## src/rtl/i2s_clk_gen.sv

```systemverilog
// Fractional-N I2S clock generator: a Bresenham accumulator toggles bclk num times per den
// enabled cycles; a slot counter derives bit_idx / lrclk / frame_start from falling bclk.
module i2s_clk_gen #(
    parameter int ACC_W     = 16,
    parameter int SLOT_BITS = 32,
    parameter int DEF_NUM   = 8,
    parameter int DEF_DEN   = 125
) (
    input  logic                         clk,
    input  logic                         reset,
    input  logic                         en,
    input  logic [ACC_W-1:0]             cfg_num,
    input  logic [ACC_W-1:0]             cfg_den,
    input  logic                         cfg_valid,
    output logic                         cfg_ready,
    output logic                         cfg_err,
    output logic                         bclk,
    output logic                         bclk_rise,
    output logic                         bclk_fall,
    output logic                         lrclk,
    output logic                         frame_start,
    output logic [$clog2(SLOT_BITS)-1:0] bit_idx
);
    localparam int IDX_W = $clog2(SLOT_BITS);

    typedef struct packed {
        logic [ACC_W-1:0] num;
        logic [ACC_W-1:0] den;
    } ratio_t;

    logic [ACC_W-1:0] acc;
    ratio_t           cur;
    ratio_t           pend;
    logic             pend_vld;
    logic             pend_imm;
    logic [ACC_W:0]   sum;
    logic             tick;
    logic             wrap;
    logic             accept;
    logic             req_ok;

    assign sum       = {1'b0, acc} + {1'b0, cur.num};
    assign tick      = sum >= {1'b0, cur.den};
    assign wrap      = bit_idx == IDX_W'(SLOT_BITS - 1);
    assign cfg_ready = !pend_vld;
    assign accept    = cfg_valid && !pend_vld;
    assign req_ok    = (cfg_num != '0) && (cfg_num < cfg_den);

    always_ff @(posedge clk) begin
        if (reset) begin
            acc         <= '0;
            cur.num     <= ACC_W'(DEF_NUM);
            cur.den     <= ACC_W'(DEF_DEN);
            pend        <= '0;
            pend_vld    <= 1'b0;
            pend_imm    <= 1'b0;
            cfg_err     <= 1'b0;
            bclk        <= 1'b0;
            bclk_rise   <= 1'b0;
            bclk_fall   <= 1'b0;
            lrclk       <= 1'b0;
            frame_start <= 1'b0;
            bit_idx     <= '0;
        end else begin
            bclk_rise   <= 1'b0;
            bclk_fall   <= 1'b0;
            frame_start <= 1'b0;
            cfg_err     <= 1'b0;
            // A ratio captured while stopped is loaded on the very next edge; that edge only
            // restarts the accumulator, so the bclk level is untouched and no glitch results.
            if (pend_imm) begin
                cur      <= pend;
                acc      <= '0;
                pend_vld <= 1'b0;
                pend_imm <= 1'b0;
            end else if (en) begin
                acc <= tick ? ACC_W'(sum - {1'b0, cur.den}) : sum[ACC_W-1:0];
                if (tick) begin
                    bclk      <= !bclk;
                    bclk_rise <= !bclk;
                    bclk_fall <= bclk;
                    if (bclk) begin
                        if (wrap) begin
                            bit_idx     <= '0;
                            lrclk       <= !lrclk;
                            frame_start <= lrclk;
                            if (lrclk && pend_vld) begin
                                cur      <= pend;
                                acc      <= '0;
                                pend_vld <= 1'b0;
                            end
                        end else begin
                            bit_idx <= bit_idx + IDX_W'(1);
                        end
                    end
                end
            end
            if (accept) begin
                if (req_ok) begin
                    pend.num <= cfg_num;
                    pend.den <= cfg_den;
                    pend_vld <= 1'b1;
                    pend_imm <= !en;
                end else begin
                    cfg_err <= 1'b1;
                end
            end
        end
    end
endmodule

```

## config.mk

```make
export PLATFORM = sky130hd
export DESIGN_NAME = i2s_clk_gen
export DESIGN_NICKNAME = d
export VERILOG_FILES = /design/src/rtl/i2s_clk_gen.sv
export SDC_FILE = /design/constraint.sdc
export NUM_CORES = 1
export LEC_CHECK = 0
export BUFFER_PORTS_ARGS = -buffer_cell sky130_fd_sc_hd__buf_2
export CAP_MARGIN = 20
export CORE_ASPECT_RATIO = 0.8
export CORE_UTILIZATION = 38
export DETAILED_ROUTE_END_ITERATION = 6
export SLEW_MARGIN = 20
export SYNTH_ARGS = -nofsm -noshare
export SYNTH_HDL_FRONTEND = slang
export SYNTH_SLANG_ARGS = --single-unit
```

## constraint.sdc

```tcl
create_clock -name clk -period 3.7 [get_ports clk]
set_input_delay 0.185 -clock clk [delete_from_list [all_inputs] [get_ports clk]]
set_output_delay 0.185 -clock clk [all_outputs]
set_load 0.02 [all_outputs]
```

# After elaboration in Yosys (flattened, before gate mapping)
# Cells that the tools add are included.
# W data, S select, Z words.
# word_totals
register_bits	93
latch_bits	0
ramBits	0
romBits	0
input_bits	36
output_inout_bits	12
word_cells	71
memories	0
# op_classes
addsub	3
mul	0
div_mod_pow	0
order_cmp	2
eq_ne	1
n_shift	0
muxes	21
n_bitwise	7
reduce_logical	23
# op_table
operator	count
$mux W32	6
$mux W16	5
$add A16 B16 Y17	1
$ge A17 B16 Y1	1
$lt A16 B16 Y1	1
$reduce_bool A16 Y1	1
$sub A16 B16 Y16	1
$reduce_and A5 Y1	2
$reduce_bool A2 Y1	5
$mux W1	9
$not A1 Y1	7
$reduce_or A6 Y1	1
$add A5 B1 Y5 const B	1
$eq A5 B5 Y1 const B	1
$mux W5	1
$logic_not A1 Y1	4
$reduce_and A4 Y1	1
$reduce_or A2 Y1	2
$reduce_or A4 Y1	1
$logic_and A1 B1 Y1	3
$reduce_and A3 Y1	1
$reduce_or A3 Y1	1
$reduce_and A2 Y1	1

# Longest topological paths before layout
# depth
ltp_word	9
mapped_depth	18
mapped_depth_nobuf	17

# Worst setup path after synthesis
# No wires, ideal clock.
# synth_timing
kind	register to register
startpoint	reg acc[0]
endpoint	reg cur[0] (netlist bit)
setup_ns	0.072
t_arrival_ns	3.953
required_time_ns	3.628
path_slack_ns	-0.324
stages_incl_launch_ff	18
n_path_buf	1
period_less_slack_ns	4.024
path_cell_list	dfxtp_1 ha_1 fa_1 a21oi_1 o22ai_2 o221ai_1 o21ai_2 a2111o_1 o2111ai_1 ha_1 a21o_1 a211oi_1 o211ai_2 o21ba_2 nand2_2 a31oi_4 buf_6 mux2i_1
# synth_via
elab_chain_len	4
# synth_rtl
item	line_no	text
start: declaration	31	logic [ACC_W-1:0] acc;
start signal: assignment	77	acc <= tick ? ACC_W'(sum - {1'b0, cur.den}) : sum[ACC_W-1:0];
$add A16 B16 Y17	42	assign sum = {1'b0, acc} + {1'b0, cur.num};
$ge A17 B16 Y1	43	assign tick = sum >= {1'b0, cur.den};
$reduce_bool A2 Y1 (no line)	--	
$reduce_and A5 Y1 (no line)	--	
end signal: assignment	72	cur <= pend;
end signal: assignment	88	cur <= pend;
end: declaration	32	ratio_t cur;
# Every way passes these cells.
# A chain may end at the register's enable or synchronous reset.

# Worst setup path in the final report
# layout_timing
startpoint	reg acc[0]
endpoint	reg cur[16] (netlist bit)
# Same word-level chain as after synthesis.

==> impl_metrics.csv <==
group,metric,value,unit
worst_hold_path,hp-class,"input pin to register",
setup_path,worst_path_max_delay_cell,"a2111o_1",
route,dr.first_iter.drc_count,282,
final_layout,nNetsFinal,880,
clock_network,clk_pin_slew,0.07,ns
final_layout,final_area,0.00714,mm2
route,drc,0,
global_routing,grtUsageTotal,20.8,%
placed_design,port_buffers,47,
timing,maxSlewHeadroom,40.8,%
placed_design,post-place-ws,-0.281,ns
final_layout,diodes,0,
route,vias_per_cell,5.47,
pwr,p_leak,3.30,nW
setup_path,max_stage_delay,0.47,ns
clock_network,cts_hold_buf,0,
synthesis,synth_nets,788,
global_routing,grt_pass1_vias,5291,
route,drt-wirelength-per-cell,15.9,um
timing,finalCritPeriodShare,107,%
die,die_area,0.0155,mm2
timing,hold_violations,0,
die,start_util,39.4,%
timing,finalWorstSetupSlack,-0.253,ns
clock_network,cts.path.max_buffers,2,
synthesis,yosysWarnings,0,
synthesis,synth_area,0.00570,mm2
placed_design,dp_hpwl,11800,um
placed_design,dp.cells,951,
global_routing,grt_max_degree,60,
global_routing,grt_overflow,0,
setup_path,endpoint_kind,"register",
final_layout,fin_cells,981,
timing,finalSetupViolCount,56,
synthesis,syn_inst,701,
clock_network,clk_latency,0.34,ns
die,io_pins,48,
clock_network,cts.sinks,93,
clock_network,cts_tree,"built",
final_layout,final_core_util,49.4,%
timing,min_period,3.95,ns
synthesis,synth_cell_types,63,
setup_path,critPathKind,"register to register",
placed_design,dpl_cell_area,0.00651,mm2
clock_network,htree_num_levels,3,
final_layout,drive_above_1_share,24.0,%
synthesis,synth_edf_count,0,
timing,max_freq,0.253,GHz
pwr,ir_drop,0.341,mV
setup_path,cpMostUsedCell,"ha_4",
setup_path,cp_max_fo,22,
setup_path,crit_arrival,4.22,ns
synthesis,synth_flop_cell,"dfxtp_1",
timing,rsz0062_at_grt,"yes",
setup_path,required,3.96,ns
run_status,status,"complete, but fails checks",
timing,worst_pin_slew,0.886,ns
setup_path,critPathLaunchType,"register",
die,die_w,139,um
clock_network,cts-buffers-inserted,9,
synthesis,syn_avg_cell_area,8.13,um2
global_routing,grt_pass1_wl,26100,um
route,wl,15600,um
global_routing,antenna_found_initial,0,
timing,fin_worst_skew,0.00557,ns
synthesis,synth-seq-cells,93,
run_status,failed_checks,"negative setup slack",
pwr,p_per_area,537,mW/mm2
route,dr.pass1.iters,5,
die,fp-row-count,39,
route,num_vias,5363,
placed_design,place_congestion,0.954,
synthesis,ys_async_sr_fraction,0,%
flow_run,drv_cap,0,
route,postRouteAntennaNets,0,
die,coreArea,0.0144,mm2
clock_network,ctsRootBufferMaster,"clkbuf_16",
setup_path,path_cells,"ha_4 > fa_2 > a21oi_4 > o22ai_4 > o221ai_2 > o21ai_2 > a2111o_1 > o2111ai_4 > ha_4 > a21o_1 > a211oi_2 > o211ai_2 > o21ba_4 > nand2_4 > a31oi_4 > buf_12 > mux2i_1",
timing,slew_viol_final,0,
synthesis,seq_area_frac_synth,32.7,%
final_layout,area.growth.synth_to_final,25.3,%
die,dieHeight,112,um
pwr,power.total,3.84,mW
## synthesized netlist by cell type (2+ instances only)
cell       n  share of area (%)
clkbuf_1  27                1.8
o21ai_0   51                4.5
or4_1      2               0.26
a2111o_1   2               0.40
xor2_1     8                1.2
or2_2      2               0.22
o2111a_1   3               0.59
mux2i_1   32                5.6
a21oi_1   55                4.8
nor2_1    45                3.0
dfxtp_1   93                 33
fa_1       2               0.70
inv_1     42                2.8
o31ai_1    2               0.26
nor2b_1    6               0.66
a211oi_1   4               0.53
nor3_1    12                1.1
o211ai_1   3               0.40
and3_1     6               0.66
a21o_1    12                1.6
nand4_1    4               0.44
buf_6      3               0.59
or3_1      6               0.66
nand2b_1   3               0.33
a31oi_1   10                1.1
and4_1     4               0.61
nor4_1     7               0.77
a41oi_1    2               0.31
nand3_1   51                4.5
nand2_1   81                5.3
o21bai_1   3               0.40
ha_1      49                 11
o21a_1     5               0.66
buf_2      5               0.44
buf_1      4               0.26
a311oi_1   9                1.4
xnor2_1   19                2.9
o211a_1    2               0.35
## per-layer routing
layer	vias up	global-route usage, %	part of all wire [%]
met5	-	0	0
met2	107	33.2	45
li1	2681	-	-
met3	21	4.69	4.4
met1	2554	28.2	49
met4	0	5.63	1.6
## state kept, by name, summed over array words and instances (netlist names)
signal,flops
cur,32
lrclk,1
acc,16
bclk_rise,1
bit_idx,5
cfg_err,1
pend_imm,1
bclk_fall,1
frame_start,1
bclk,1
pend_vld,1
pend,32
## power breakdown
part	internal, mW	switching [mW]
Combinational	0.896	0.958
Sequential	1.09	0.0583
Clock	0.451	0.383
## timing repair
action                                  in CTS  in global routing
endpoints found under the setup margin      58                 59
setup buffers                                9                  6
pin swaps                                   32                 18
resized for setup                           27                 28
## layout make-up
class	count	area [um2]
fillers	1387	7300
inverters	43	161
flip-flops and latches	93	1870
repair buffers	120	850
well taps	184	230
clock buffers	11	233
multi-input cells	526	3770
clock inverters	4	26.3
## cells by family (layout without fill, tap and decap cells)
logic type               Yosys count  count (layout)  synth area share [%]
flip-flops                        93              93                  32.7
multiplexers                      32              32                  5.62
XOR/XNOR                          27              27                  4.15
adder cells (fa/ha/maj)           51              51                  11.5
AND/OR/NAND/NOR                  234             234                  19.2
AO/OA/AOI/OAI                    182             182                  21.0
buffers and inverters             82             178                  5.91
## cells in the final DEF, fill, tap and decap left out, types with 7 or more instances in the layout
master,n
nor3_1,10
buf_6,11
ha_1,47
nand2_1,71
a311oi_2,7
xnor2_1,18
o21ai_0,49
nand3_1,50
buf_2,47
inv_1,42
xor2_1,8
nor2_1,44
mux2i_1,32
dfxtp_1,90
buf_4,60
nand2_2,8
a31oi_1,8
clkbuf_16,9
a21oi_1,50
a21o_1,12
## stage by stage
stage	hold WS, ns	setup TNS, ns
final	0.110	-10.70
after global routing	0.110	-21.34
after CTS	0.0962	-10.43
after detailed placement	0.453	-10.58
after global placement	0.451	-8.02
after floorplan	0.333	0
## path summary, 6_finish.rpt
| check | slack (ns) | depth (start not counted) | endpoint | start |
|---|---|---|---|---|
| max | -0.25 | 17 | cur[16] | acc[0] |
| min | 0.11 | 3 | pend[4] | cfg_den[4] |
| max reg2reg | -0.25 | 17 | cur[16] | acc[0] |
| min reg2reg | 0.45 | 2 | cur[28] | pend[28] |
## critical path: cells and delay by family, from the launching register on
family / cells / cell delay [ns]
DFF: 1 / 0.34
muxes: 1 / 0.21
buffers and inverters: 1 / 0.22
and+or+nand+nor: 1 / 0.07
adders and majority gates: 3 / 0.78
AOI/OAI and AO/OA: 11 / 2.25
No activity file was read; power rests on OpenSTA's default activity.
